`config.mk`:
```
export PLATFORM = sky130hd
export DESIGN_NAME = sensor_conditioner
export DESIGN_NICKNAME = d
export VERILOG_FILES = /design/src/rtl/sensor_conditioner_pkg.sv /design/src/rtl/sensor_conditioner_debounce_channel.sv /design/src/rtl/sensor_conditioner.sv
export SDC_FILE = /design/constraint.sdc
export NUM_CORES = 1
export LEC_CHECK = 0
export CAP_MARGIN = 10
export CORE_ASPECT_RATIO = 1.25
export CORE_MARGIN = 4
export CORE_UTILIZATION = 45
export DETAILED_ROUTE_END_ITERATION = 6
export MAX_ROUTING_LAYER = met4
export PLACE_DENSITY = 0.71
export SETUP_SLACK_MARGIN = 0.1
export SLEW_MARGIN = 20
export SYNTH_ARGS = -nofsm -noshare
export SYNTH_HDL_FRONTEND = slang
export SYNTH_SLANG_ARGS = --single-unit
```
`constraint.sdc`:
```
create_clock -name clk -period 3.8 [get_ports clk]
set_clock_uncertainty 0.05 [all_clocks]
set_input_delay 0.38 -clock clk [delete_from_list [all_inputs] [get_ports clk]]
set_output_delay 0.38 -clock clk [all_outputs]
set_load 0.03 [all_outputs]
```
`src/rtl/sensor_conditioner_pkg.sv`:
```
// rtl/sensor_conditioner_pkg.sv - shared channel indices, fault codes and fault FSM states
package sensor_conditioner_pkg;

    localparam int unsigned NUM_CH   = 4;
    localparam int unsigned CH_PG    = 0;
    localparam int unsigned CH_CH    = 1;
    localparam int unsigned CH_RO    = 2;
    localparam int unsigned CH_START = 3;

    localparam logic [1:0] FAULT_NONE = 2'b00;
    localparam logic [1:0] FAULT_CH   = 2'b01;
    localparam logic [1:0] FAULT_JAM  = 2'b10;

    typedef enum logic [1:0] {
        ST_IDLE  = 2'b00,
        ST_F_CH  = 2'b01,
        ST_F_JAM = 2'b10
    } fault_state_e;

    // Fault code is a pure decode of the latched fault state.
    function automatic logic [1:0] fault_code_of(input fault_state_e st);
        logic [1:0] code;
        code = FAULT_NONE;
        case (st)
            ST_F_CH:  code = FAULT_CH;
            ST_F_JAM: code = FAULT_JAM;
            default:  code = FAULT_NONE;
        endcase
        return code;
    endfunction

endpackage

```
`src/rtl/sensor_conditioner_debounce_channel.sv`:
```
// rtl/sensor_conditioner_debounce_channel.sv - 2-FF sync, debounce and edge pulses for one input
module sensor_conditioner_debounce_channel #(
    parameter int unsigned DEBOUNCE_CYCLES = 16,
    parameter int unsigned CNT_W           = 13
) (
    input  logic clk,
    input  logic reset,
    input  logic raw_i,
    output logic level_o,
    output logic rise_o,
    output logic fall_o
);

    logic             sync1_q, sync2_q;
    logic             level_q, level_d;
    logic             rise_q, rise_d;
    logic             fall_q, fall_d;
    logic [CNT_W-1:0] cnt_q, cnt_d;

    // Two-stage synchroniser for the asynchronous raw input.
    always_ff @(posedge clk or posedge reset) begin
        if (reset) begin
            sync1_q <= 1'b0;
            sync2_q <= 1'b0;
        end else begin
            sync1_q <= raw_i;
            sync2_q <= sync1_q;
        end
    end

    // Accept a new level only after the synced value disagrees for DEBOUNCE_CYCLES edges in a row.
    always_comb begin
        cnt_d   = '0;
        level_d = level_q;
        rise_d  = 1'b0;
        fall_d  = 1'b0;
        if (sync2_q != level_q) begin
            if (cnt_q == CNT_W'(DEBOUNCE_CYCLES - 1)) begin
                level_d = sync2_q;
                rise_d  = sync2_q;
                fall_d  = ~sync2_q;
            end else if (cnt_q != '1) begin
                cnt_d = cnt_q + CNT_W'(1);
            end else begin
                cnt_d = cnt_q;
            end
        end
    end

    // Level and edge pulses update together so a pulse marks the first cycle of the new level.
    always_ff @(posedge clk or posedge reset) begin
        if (reset) begin
            cnt_q   <= '0;
            level_q <= 1'b0;
            rise_q  <= 1'b0;
            fall_q  <= 1'b0;
        end else begin
            cnt_q   <= cnt_d;
            level_q <= level_d;
            rise_q  <= rise_d;
            fall_q  <= fall_d;
        end
    end

    assign level_o = level_q;
    assign rise_o  = rise_q;
    assign fall_o  = fall_q;

endmodule

```
`src/rtl/sensor_conditioner.sv`:
```
// rtl/sensor_conditioner.sv - sensor front-end: debounce, edge pulses, plausibility/jam faults
module sensor_conditioner
    import sensor_conditioner_pkg::*;
#(
    parameter int unsigned DEBOUNCE_CYCLES = 16,
    parameter int unsigned PLAUS_CYCLES    = 64,
    parameter int unsigned JAM_CYCLES      = 4096,
    parameter int unsigned CNT_W           = 13
) (
    input  logic       clk,
    input  logic       reset,
    input  logic       raw_pg,
    input  logic       raw_ch,
    input  logic       raw_ro,
    input  logic       raw_start_n,
    input  logic       M,
    input  logic       fault_clr,
    output logic       pg,
    output logic       ch,
    output logic       ro,
    output logic       pg_rise,
    output logic       pg_fall,
    output logic       start_pulse,
    output logic       fault,
    output logic [1:0] fault_code
);

    logic [NUM_CH-1:0] raw_w;
    logic [NUM_CH-1:0] level_w;
    logic [NUM_CH-1:0] rise_w;
    logic [NUM_CH-1:0] fall_w;
    logic              unused_edges;

    // Button is active-low; invert so a press is treated as a rising level.
    assign raw_w[CH_PG]    = raw_pg;
    assign raw_w[CH_CH]    = raw_ch;
    assign raw_w[CH_RO]    = raw_ro;
    assign raw_w[CH_START] = ~raw_start_n;

    for (genvar g = 0; g < NUM_CH; g++) begin : g_ch
        sensor_conditioner_debounce_channel #(
            .DEBOUNCE_CYCLES (DEBOUNCE_CYCLES),
            .CNT_W           (CNT_W)
        ) u_db (
            .clk     (clk),
            .reset   (reset),
            .raw_i   (raw_w[g]),
            .level_o (level_w[g]),
            .rise_o  (rise_w[g]),
            .fall_o  (fall_w[g])
        );
    end

    assign unused_edges = ^{rise_w[CH_CH], fall_w[CH_CH], rise_w[CH_RO], fall_w[CH_RO],
                            fall_w[CH_START], level_w[CH_START]};

    assign pg          = level_w[CH_PG];
    assign ch          = level_w[CH_CH];
    assign ro          = level_w[CH_RO];
    assign pg_rise     = rise_w[CH_PG];
    assign pg_fall     = fall_w[CH_PG];
    assign start_pulse = rise_w[CH_START];

    fault_state_e     state_q, state_d;
    logic [CNT_W-1:0] t_ch_q, t_ch_d;
    logic [CNT_W-1:0] t_jam_q, t_jam_d;
    logic             cond_ch, cond_jam;

    assign cond_ch  = ch & ~pg;
    assign cond_jam = pg & M;

    // Fault state and timers; timers only run while no fault is latched.
    always_ff @(posedge clk or posedge reset) begin
        if (reset) begin
            state_q <= ST_IDLE;
            t_ch_q  <= '0;
            t_jam_q <= '0;
        end else begin
            state_q <= state_d;
            t_ch_q  <= t_ch_d;
            t_jam_q <= t_jam_d;
        end
    end

    // Next-state: saturating timers in IDLE, CH-without-PG has priority over jam, clear returns to IDLE.
    always_comb begin
        state_d = state_q;
        t_ch_d  = '0;
        t_jam_d = '0;
        case (state_q)
            ST_IDLE: begin
                if (cond_ch) begin
                    t_ch_d = (t_ch_q == '1) ? t_ch_q : t_ch_q + CNT_W'(1);
                end
                if (cond_jam) begin
                    t_jam_d = (t_jam_q == '1) ? t_jam_q : t_jam_q + CNT_W'(1);
                end
                if (cond_ch && (t_ch_q == CNT_W'(PLAUS_CYCLES - 1))) begin
                    state_d = ST_F_CH;
                    t_ch_d  = '0;
                    t_jam_d = '0;
                end else if (cond_jam && (t_jam_q == CNT_W'(JAM_CYCLES - 1))) begin
                    state_d = ST_F_JAM;
                    t_ch_d  = '0;
                    t_jam_d = '0;
                end
            end
            ST_F_CH, ST_F_JAM: begin
                if (fault_clr) begin
                    state_d = ST_IDLE;
                end
            end
            default: begin
                state_d = ST_IDLE;
            end
        endcase
    end

    assign fault_code = fault_code_of(state_q);
    assign fault      = |fault_code;

endmodule

```
# After elaboration in Yosys (flattened, before gate mapping)
# Cells that the tools add are included.
[totals] regBits=95 latch_bits=0 mem_bits_rw=0 rom_bits=0 output_inout_bits=9 memories=0
[op_classes] add_sub_neg=6 mul=0 div_mod_pow=0 magnitude_cmp=0 n_eq_ne=26 shift=0 n_mux=33 n_bitwise=5 reduce_logical=10
[op_table] cell="two-way mux 13 bit" n=22
[op_table] cell="adder 13 x 1 -> 13 bit, second input constant" n=6
[op_table] cell="equality test 13 x 4 -> 1 bit, second input constant" n=4
[op_table] cell="!= test 13 bit, second input constant" n=4
[op_table] cell="equality test 13 bit, second input constant" n=2
[op_table] cell="!= test 3 bit, second input constant" n=5
[op_table] cell="equality test 13 x 12 -> 1 bit, second input constant" n=1
[op_table] cell="equality test 13 x 6 -> 1 bit, second input constant" n=1
[op_table] cell="!= test 5 bit, second input constant" n=2
[op_table] cell="AND reduction 2 bit" n=5
[op_table] cell="case mux 2 bit (2 select lines)" n=2
[op_table] cell="two-way mux 1 bit" n=6
[op_table] cell="two-way mux 2 bit" n=3
[op_table] cell="!= test 1 bit" n=4
[op_table] cell="OR reduction 2 bit" n=2
[op_table] cell="inverter 1 bit" n=3
[op_table] cell="bitwise AND 1 bit" n=2
[op_table] cell="equality test 2 x 1 -> 1 bit, second input constant" n=1
[op_table] cell="equality test 2 bit, second input constant" n=1
[op_table] cell="logical AND 1 bit" n=2
[op_table] cell="zero test 2 bit" n=1
[op_table] cell="!= test 2 bit, second input constant" n=1

# Logic depth before layout (Yosys ltp)
# Gate-level depths: netlist (run 1).
[depth] word_depth=6 mapped_depth=7

# By module
# Synthesis (run 1) repeated with hierarchy kept, for this count alone.
[unflattened] hier_cells=529 area_unflattened_um2=5176.2
[modules_own_cells] module="sensor_conditioner_debounce_channel" instances=4 cells_each=91 area_each_um2=912.1 seq_area_each_um2=450.4
[modules_own_cells] module="sensor_conditioner" instances=1 cells_each=165 area_each_um2=1527.7 seq_area_each_um2=700.7

# Worst setup path after synthesis (run 1)
# OpenSTA, ideal clock, no wires.
[synth_timing] path_type="reg-to-reg" from="reg t_jam_q[0]" to="reg state_q[1]" arrival_time_ps=1879 required_time_ps=3663 path_slack_ps=1784 path_stages_with_launch=6 period_less_slack_ps=2016 cell_sequence="dfrtp_1 -> ha_1 -> nand3_2 -> or4_1 -> or4_1 -> a211oi_2"
[synth_between] elab_chain_cells=4
[synth_lines] element="from (decl)" line="sensor_conditioner.sv:66" source="logic [CNT_W-1:0] t_jam_q, t_jam_d;"
[synth_lines] element="from (signal assigned)" line="sensor_conditioner.sv:81" source="t_jam_q <= t_jam_d;"
[synth_lines] element="equality test 13 x 12 -> 1 bit" line="sensor_conditioner.sv:102" source="end else if (cond_jam && (t_jam_q == CNT_W'(JAM_CYCLES - 1))) begin"
[synth_lines] element="logical AND 1 bit" line="sensor_conditioner.sv:102"
[synth_lines] element="!= test 3 bit (no line)"
[synth_lines] element="AND reduction 2 bit (no line)"
[synth_lines] element="to (signal assigned)" line="sensor_conditioner.sv:79" source="state_q <= state_d;"
[synth_lines] element="to (decl)" line="sensor_conditioner.sv:64" source="fault_state_e state_q, state_d;"
# No other way between the ends.
# A chain may end at the register's enable or synchronous reset.

# Worst setup path in the final report (run 1)
# Ends and elaborated chain as after synthesis.

==> results of run 1 <==
-- per-stage QoR --
stage | worst slack, ps | power (mW) | utilization [%] | area [um^2] | hold slack (ps)
floorplan | 893 | 1.12 | - | 4910 | 281
global placement | 1470 | 1.15 | 49.1 | 5210 | 282
detailed placement | 1430 | 1.15 | 49.1 | 5210 | 289
CTS | 1420 | 2.13 | 52.1 | 5530 | 308
global route | 1290 | 2.18 | 52.1 | 5530 | 318
finish | 1430 | 2.10 | 52.1 | 5530 | 304
-- logic make-up after synthesis --
family,Yosys count,share of synthesized area (%)
fa+ha+maj,9,2.29
xor+xnor,24,4.28
mux,16,3.47
buf+inv,26,2.09
simple gates,205,23.0
compound gates,118,16.5
flops,95,48.4
-- synth_stat cells (3+ instances only) --
master    instances  area [um^2]
dfrtp_1          95         2380
nand2_1          42          158
nor2_1           39          146
a21oi_1          32          160
nand4_1          19          119
nor3_1           18         90.1
o21ai_0          16         80.1
nand3_1          15         75.1
xnor2_1          15          131
inv_1            14         52.6
a31oi_1          12         75.1
mux2i_1          11          110
or3_1            10         62.6
and3_1            9         56.3
ha_1              9          113
o21ai_1           9         45.0
xor2_1            9         78.8
a211oi_1          8         60.1
and4_1            8         70.1
clkbuf_1          8         30.0
o31ai_1           8         60.1
nand2b_1          7         43.8
or4_1             7         52.6
nor4_1            6         37.5
a2111o_1          4         45.0
a41oi_1           4         35.0
buf_2             4         20.0
nor3b_1           4         30.0
and2_1            3         18.8
nand3_2           3         30.0
-- routing by layer --
metal	global-route usage [%]	routed length, um
met5	-	0
met4	6.73	171
met3	2.80	283
met2	27.5	4850
met1	20.8	4430
-- cell type report --
| class | instances | area share [%] |
|---|---|---|
| clock buffer | 11 | 4.39 |
| tap | 132 | 2.99 |
| timing repair buffer | 19 | 3.30 |
| clock inverter | 5 | 1.47 |
| inverter | 14 | 0.995 |
| multi-input combinational | 372 | 43.9 |
| sequential | 95 | 43.0 |
-- worst max-delay path by stage --
stage,endpoint
after floorplan,g_ch[0].u_db.cnt_q[0]
after global routing,g_ch[0].u_db.cnt_q[9]
after detailed placement,g_ch[2].u_db.cnt_q[7]
after CTS,state_q[1]
final,state_q[1]
after global placement,g_ch[2].u_db.cnt_q[7]
-- flip-flops by register name (all words and copies together), names as in the netlist --
| signal | cells |
|---|---|
| g_ch.u_db.sync2_q | 4 |
| g_ch.u_db.rise_o | 2 |
| g_ch.u_db.fall_o | 1 |
| g_ch.u_db.level_o | 4 |
| g_ch.u_db.cnt_q | 52 |
| state_q | 2 |
| t_jam_q | 13 |
| t_ch_q | 13 |
| g_ch.u_db.sync1_q | 4 |
-- where the power goes --
part / switching [mW] / internal (mW) / total, mW
clock network: 0.370 / 0.595 / 0.965
registers: 0.0167 / 1.03 / 1.04
logic: 0.0554 / 0.0322 / 0.0875
==> flow_metrics.env, run 1 <==
export IMPL_syn_area_um2=4910
export IMPL_first_iter_violations=274
export IMPL_startpoint_type="flip-flop"
export IMPL_fin_tns_setup_ps=0
export IMPL_wire_per_inst_um=15.0
export IMPL_dr_pass1_iters=6
export IMPL_setup_violations=0
export IMPL_ys_seq_elements=95
export IMPL_syn_inst=493
export IMPL_numPortBuffers=16
export IMPL_cts_tree="yes"
export IMPL_outcome="finished, final reports clean"
export IMPL_clock_sinks=95
export IMPL_fin_cells=648
export IMPL_core_area_um2=10600
export IMPL_min_period_ps=2370
export IMPL_synth_warnings=0
export IMPL_cp_cell_sequence="ha_1 > nand3_2 > or4_1 > or4_1 > a211oi_2"
export IMPL_critical_path_max_stage_delay_ps=720
export IMPL_synth_edf_count=0
export IMPL_vias=3890
export IMPL_worst_path_stages=5
export IMPL_clockBufferDepth=2
export IMPL_critPathArrivalTime_ps=2570
export IMPL_synth_net_count=510
export IMPL_r2r_start="t_jam_q[0]"
export IMPL_numCtsBuffers=9
export IMPL_seq_area_um2=2380
export IMPL_drtAntennaViolNets=0
export IMPL_post_dp_hpwl_um=6550
export IMPL_cp_end_kind="flip-flop"
export IMPL_post_cts_buffers=0
export IMPL_min_from="g_ch[1].u_db.sync1_q"
export IMPL_fp_row_count=42
export IMPL_r2r_end="state_q[1]"
export IMPL_crit_required_ps=4000
export IMPL_placed_cells=632
export IMPL_htree_levels=3
export IMPL_async_reset_ff_share_pct=100
export IMPL_critPathTopFamily="simple AND/OR/NAND/NOR gates"
export IMPL_die_y_um=125
export IMPL_syn_area_per_cell_um2=9.96
export IMPL_finalCritPeriodShare_pct=62.4
export IMPL_synthFlopType="dfrtp_1"
export IMPL_initial_core_util_pct=46.2
export IMPL_cp_max_fo=11
export IMPL_hold_buffers=0
export IMPL_grt_max_degree=53
export IMPL_antenna_found_initial=0
export IMPL_hold_viol=0
export IMPL_max_cap_viol_count=0
export IMPL_hold_end="g_ch[1].u_db.sync2_q"
export IMPL_critPathBufInv=0
export IMPL_maxSlewHeadroom_pct=30.3
export IMPL_grt_overflow=0
export IMPL_synthToLayoutAreaGrowth_pct=12.7
export IMPL_clk_pin_slew_ps=60
export IMPL_hold_class="flip-flop to flip-flop"
export IMPL_rsz0062_at_grt="false"
export IMPL_synth_cell_type_count=63
export IMPL_ir_drop_mv=0.204
export IMPL_finalMaxSlewViolations=0
export IMPL_crit_type="flip-flop to flip-flop"
export IMPL_gr_usage_all_layers_pct=16.9
export IMPL_gp_congestion=0.871
export IMPL_power_density_nw_per_um2=379
export IMPL_drive_gt1_share_pct=7.17
export IMPL_critPathLaunch="t_jam_q[0]"
export IMPL_cpMostUsedCell="or4_1"
export IMPL_routed_wl_um=9730
export IMPL_die_w_um=101
export IMPL_via_per_inst=6.00
export IMPL_n_antenna_cell=0
export IMPL_grt_pass1_wl_um=17400
export IMPL_reg2reg_slack_ps=1430
export IMPL_multiInputGateArea_um2=2430
export IMPL_die_area_um2=12700
export IMPL_fillCellCount=972
export IMPL_cp_slowest_cell="or4_1"
export IMPL_root_buffer="clkbuf_16"
export IMPL_max_clock_freq_mhz=422
export IMPL_cts_resized=0
export IMPL_ys_seq_area_share_pct=48.4
export IMPL_fin_nets=528
export IMPL_insertion_delay_ps=330
export IMPL_min_path_cells=0
export IMPL_grt_pass1_vias=3811
export IMPL_io_pins=17
export IMPL_drc=0
export IMPL_reg2reg_depth=5
export IMPL_p_leak_nw=2.21
export IMPL_mostFrequentLayoutCell="dfrtp_1"
export IMPL_tightest_slew_ps=1040
export IMPL_layout_common_cells="95 x dfrtp_1, 42 x nand2_1, 39 x nor2_1, 32 x a21oi_1, 19 x nand4_1"
No activity file was read; power rests on OpenSTA's default activity.
==> run 2, diff against run 1 <==
PLACE_DENSITY = 0.73   (was 0.71)
clock period = 1.9 ns   (was 3.8 ns; I/O delays follow)
==> run 2 against run 1 <==
The flow now finishes with violations (setup timing). Hold slack got worse by 170 ps. Die area is the same. Flip-flop and latch count unchanged. Register-to-register slack got worse by 1500 ps. Fmax is 22% higher. Critical path type unchanged. Largest cell class unchanged.
==> flow_metrics.env, run 2 (synthesis gave the netlist of run 1 again) <==
export IMPL_insertion_delay_ps=340
export IMPL_violations="setup timing"
export IMPL_clockBufferDepth=2
export IMPL_fin_tns_setup_ps=-106
export IMPL_gp_congestion=0.858
export IMPL_drtAntennaViolNets=0
export IMPL_max_clock_freq_mhz=514
export IMPL_wire_per_inst_um=15.6
export IMPL_fillCellCount=857
export IMPL_die_area_um2=12700
export IMPL_r2r_end="state_q[1]"
export IMPL_synthToLayoutAreaGrowth_pct=30.0
export IMPL_reg2reg_slack_ps=-50
export IMPL_fin_nets=599
export IMPL_hold_viol=0
export IMPL_numCtsBuffers=9
export IMPL_clock_sinks=95
export IMPL_setup_violations=3
export IMPL_die_y_um=125
export IMPL_rsz0062_at_grt="true"
export IMPL_top_regs="g_ch.u_db.cnt_q: 52 flops, t_ch_q: 13 flops, t_jam_q: 13 flops"
export IMPL_p_leak_nw=2.61
export IMPL_fin_ws_ps=-46.3
export IMPL_dr_pass1_iters=5
export IMPL_crit_type="flip-flop to flip-flop"
export IMPL_drive_gt1_share_pct=27.1
export IMPL_via_per_inst=5.89
export IMPL_antenna_found_initial=0
export IMPL_layout_common_cells="91 x dfrtp_1, 64 x buf_4, 41 x nand2_1, 32 x nor2_1, 28 x a21oi_1"
export IMPL_grt_overflow=0
export IMPL_grt_max_degree=49
export IMPL_critPathArrivalTime_ps=2150
export IMPL_clk_pin_slew_ps=70
export IMPL_regMostFlops="g_ch.u_db.cnt_q"
export IMPL_placedInstanceArea_um2=5680
export IMPL_cp_max_fo=2
export IMPL_crit_required_ps=2110
export IMPL_multiInputGateArea_um2=2710
export IMPL_root_buffer="clkbuf_16"
export IMPL_outcome="finished with violations"
export IMPL_io_pins=17
export IMPL_worstSetupEndpoint="state_q[1]"
export IMPL_max_cap_viol_count=0
export IMPL_startpoint_type="flip-flop"
export IMPL_mostFrequentLayoutCell="dfrtp_1"
export IMPL_power_density_nw_per_um2=646
export IMPL_core_area_um2=10600
export IMPL_critPathLaunch="t_jam_q[0]"
export IMPL_htree_levels=3
export IMPL_n_antenna_cell=0
export IMPL_reg2reg_depth=5
export IMPL_largest_reg_flops=52
export IMPL_r2r_start="t_jam_q[0]"
export IMPL_min_period_ps=1950
export IMPL_grt_pass1_vias=4229
export IMPL_stdcell_area_um2=6380
export IMPL_numPortBuffers=16
export IMPL_post_dp_hpwl_um=7390
export IMPL_finalCritPeriodShare_pct=102
export IMPL_hold_class="primary input to async pin"
export IMPL_tightest_slew_ps=485
export IMPL_cp_end_kind="flip-flop"
export IMPL_routed_wl_um=11200
export IMPL_seq_area_um2=2380
export IMPL_cts_tree="yes"
export IMPL_first_iter_violations=171
export IMPL_grt_pass1_wl_um=18700
export IMPL_vias=4234
export IMPL_gr_usage_all_layers_pct=18.2
export IMPL_ir_drop_mv=0.503
export IMPL_fp_row_count=42
export IMPL_drc=0
export IMPL_maxSlewHeadroom_pct=67.4
export IMPL_finalMaxSlewViolations=0
export IMPL_die_w_um=101
export IMPL_initial_core_util_pct=46.2
run 2: critical path: stages, from the launching register on:
cell      delay, ps
dfrtp_1         400
ha_4            160
nand3_2          80
or4_4           490
or4_4           500
a211oi_2        190
run 2: metrics by stage:
step           hold slack [ps]  total power [mW]  util (%)  cells  worst slack (ps)
4_1_cts                    140              4.16      57.6    711             -57.2
6_report                   138              4.12      60.1    719             -46.3
2_1_floorplan              171              2.24         -    493              -106
5_1_grt                    170              4.29      60.1    719              -129
3_5_place_dp               286              2.34      53.5    684              -102
3_3_place_gp               287              2.33      53.5    684             -94.0
run 2: final cells by class:
cell class	count	share of cell area (%)
Clock inverter	6	0.922
Timing Repair Buffer	90	12.0
Sequential cell	95	37.3
Inverter	14	0.883
Tap cell	132	2.59
Multi-Input combinational cell	372	42.5
Clock buffer	10	3.75
run 2: routing by layer:
metal / vias up / GRT usage (%) / share of wire, %
li1: 2024 / - / -
met1: 2110 / 22.0 / 42
met5: - / - / 0
met4: 0 / 5.40 / 1.1
met2: 88 / 30.6 / 54
met3: 12 / 3.36 / 3.2
run 2: worst min path at each step:
| stage | startpoint | endpoint | slack (ps) | depth (start not counted) |
|---|---|---|---|---|
| after floorplan | raw_pg | g_ch[0].u_db.sync1_q | 170 | 0 |
| after global placement | g_ch[1].u_db.sync1_q | g_ch[1].u_db.sync2_q | 290 | 0 |
| after detailed placement | g_ch[3].u_db.sync1_q | g_ch[3].u_db.sync2_q | 290 | 0 |
| after CTS | reset | t_jam_q[2] | 140 | 2 |
| after global routing | reset | t_jam_q[12] | 170 | 2 |
| final | reset | t_jam_q[12] | 140 | 2 |
run 2: where the power goes:
| group | leakage, nW | internal [mW] | switching (mW) |
|---|---|---|---|
| logic | 1.17 | 0.0993 | 0.132 |
| clock network | 0.152 | 1.05 | 0.754 |
| registers | 1.29 | 2.05 | 0.0295 |
run 2: repair_timing:
action,CTS,global route
gates cloned,0,1
setup endpoints to repair,44,45
setup buffers,11,7
pin swaps,14,14
hold buffers,0,0
gates resized for setup,19,47
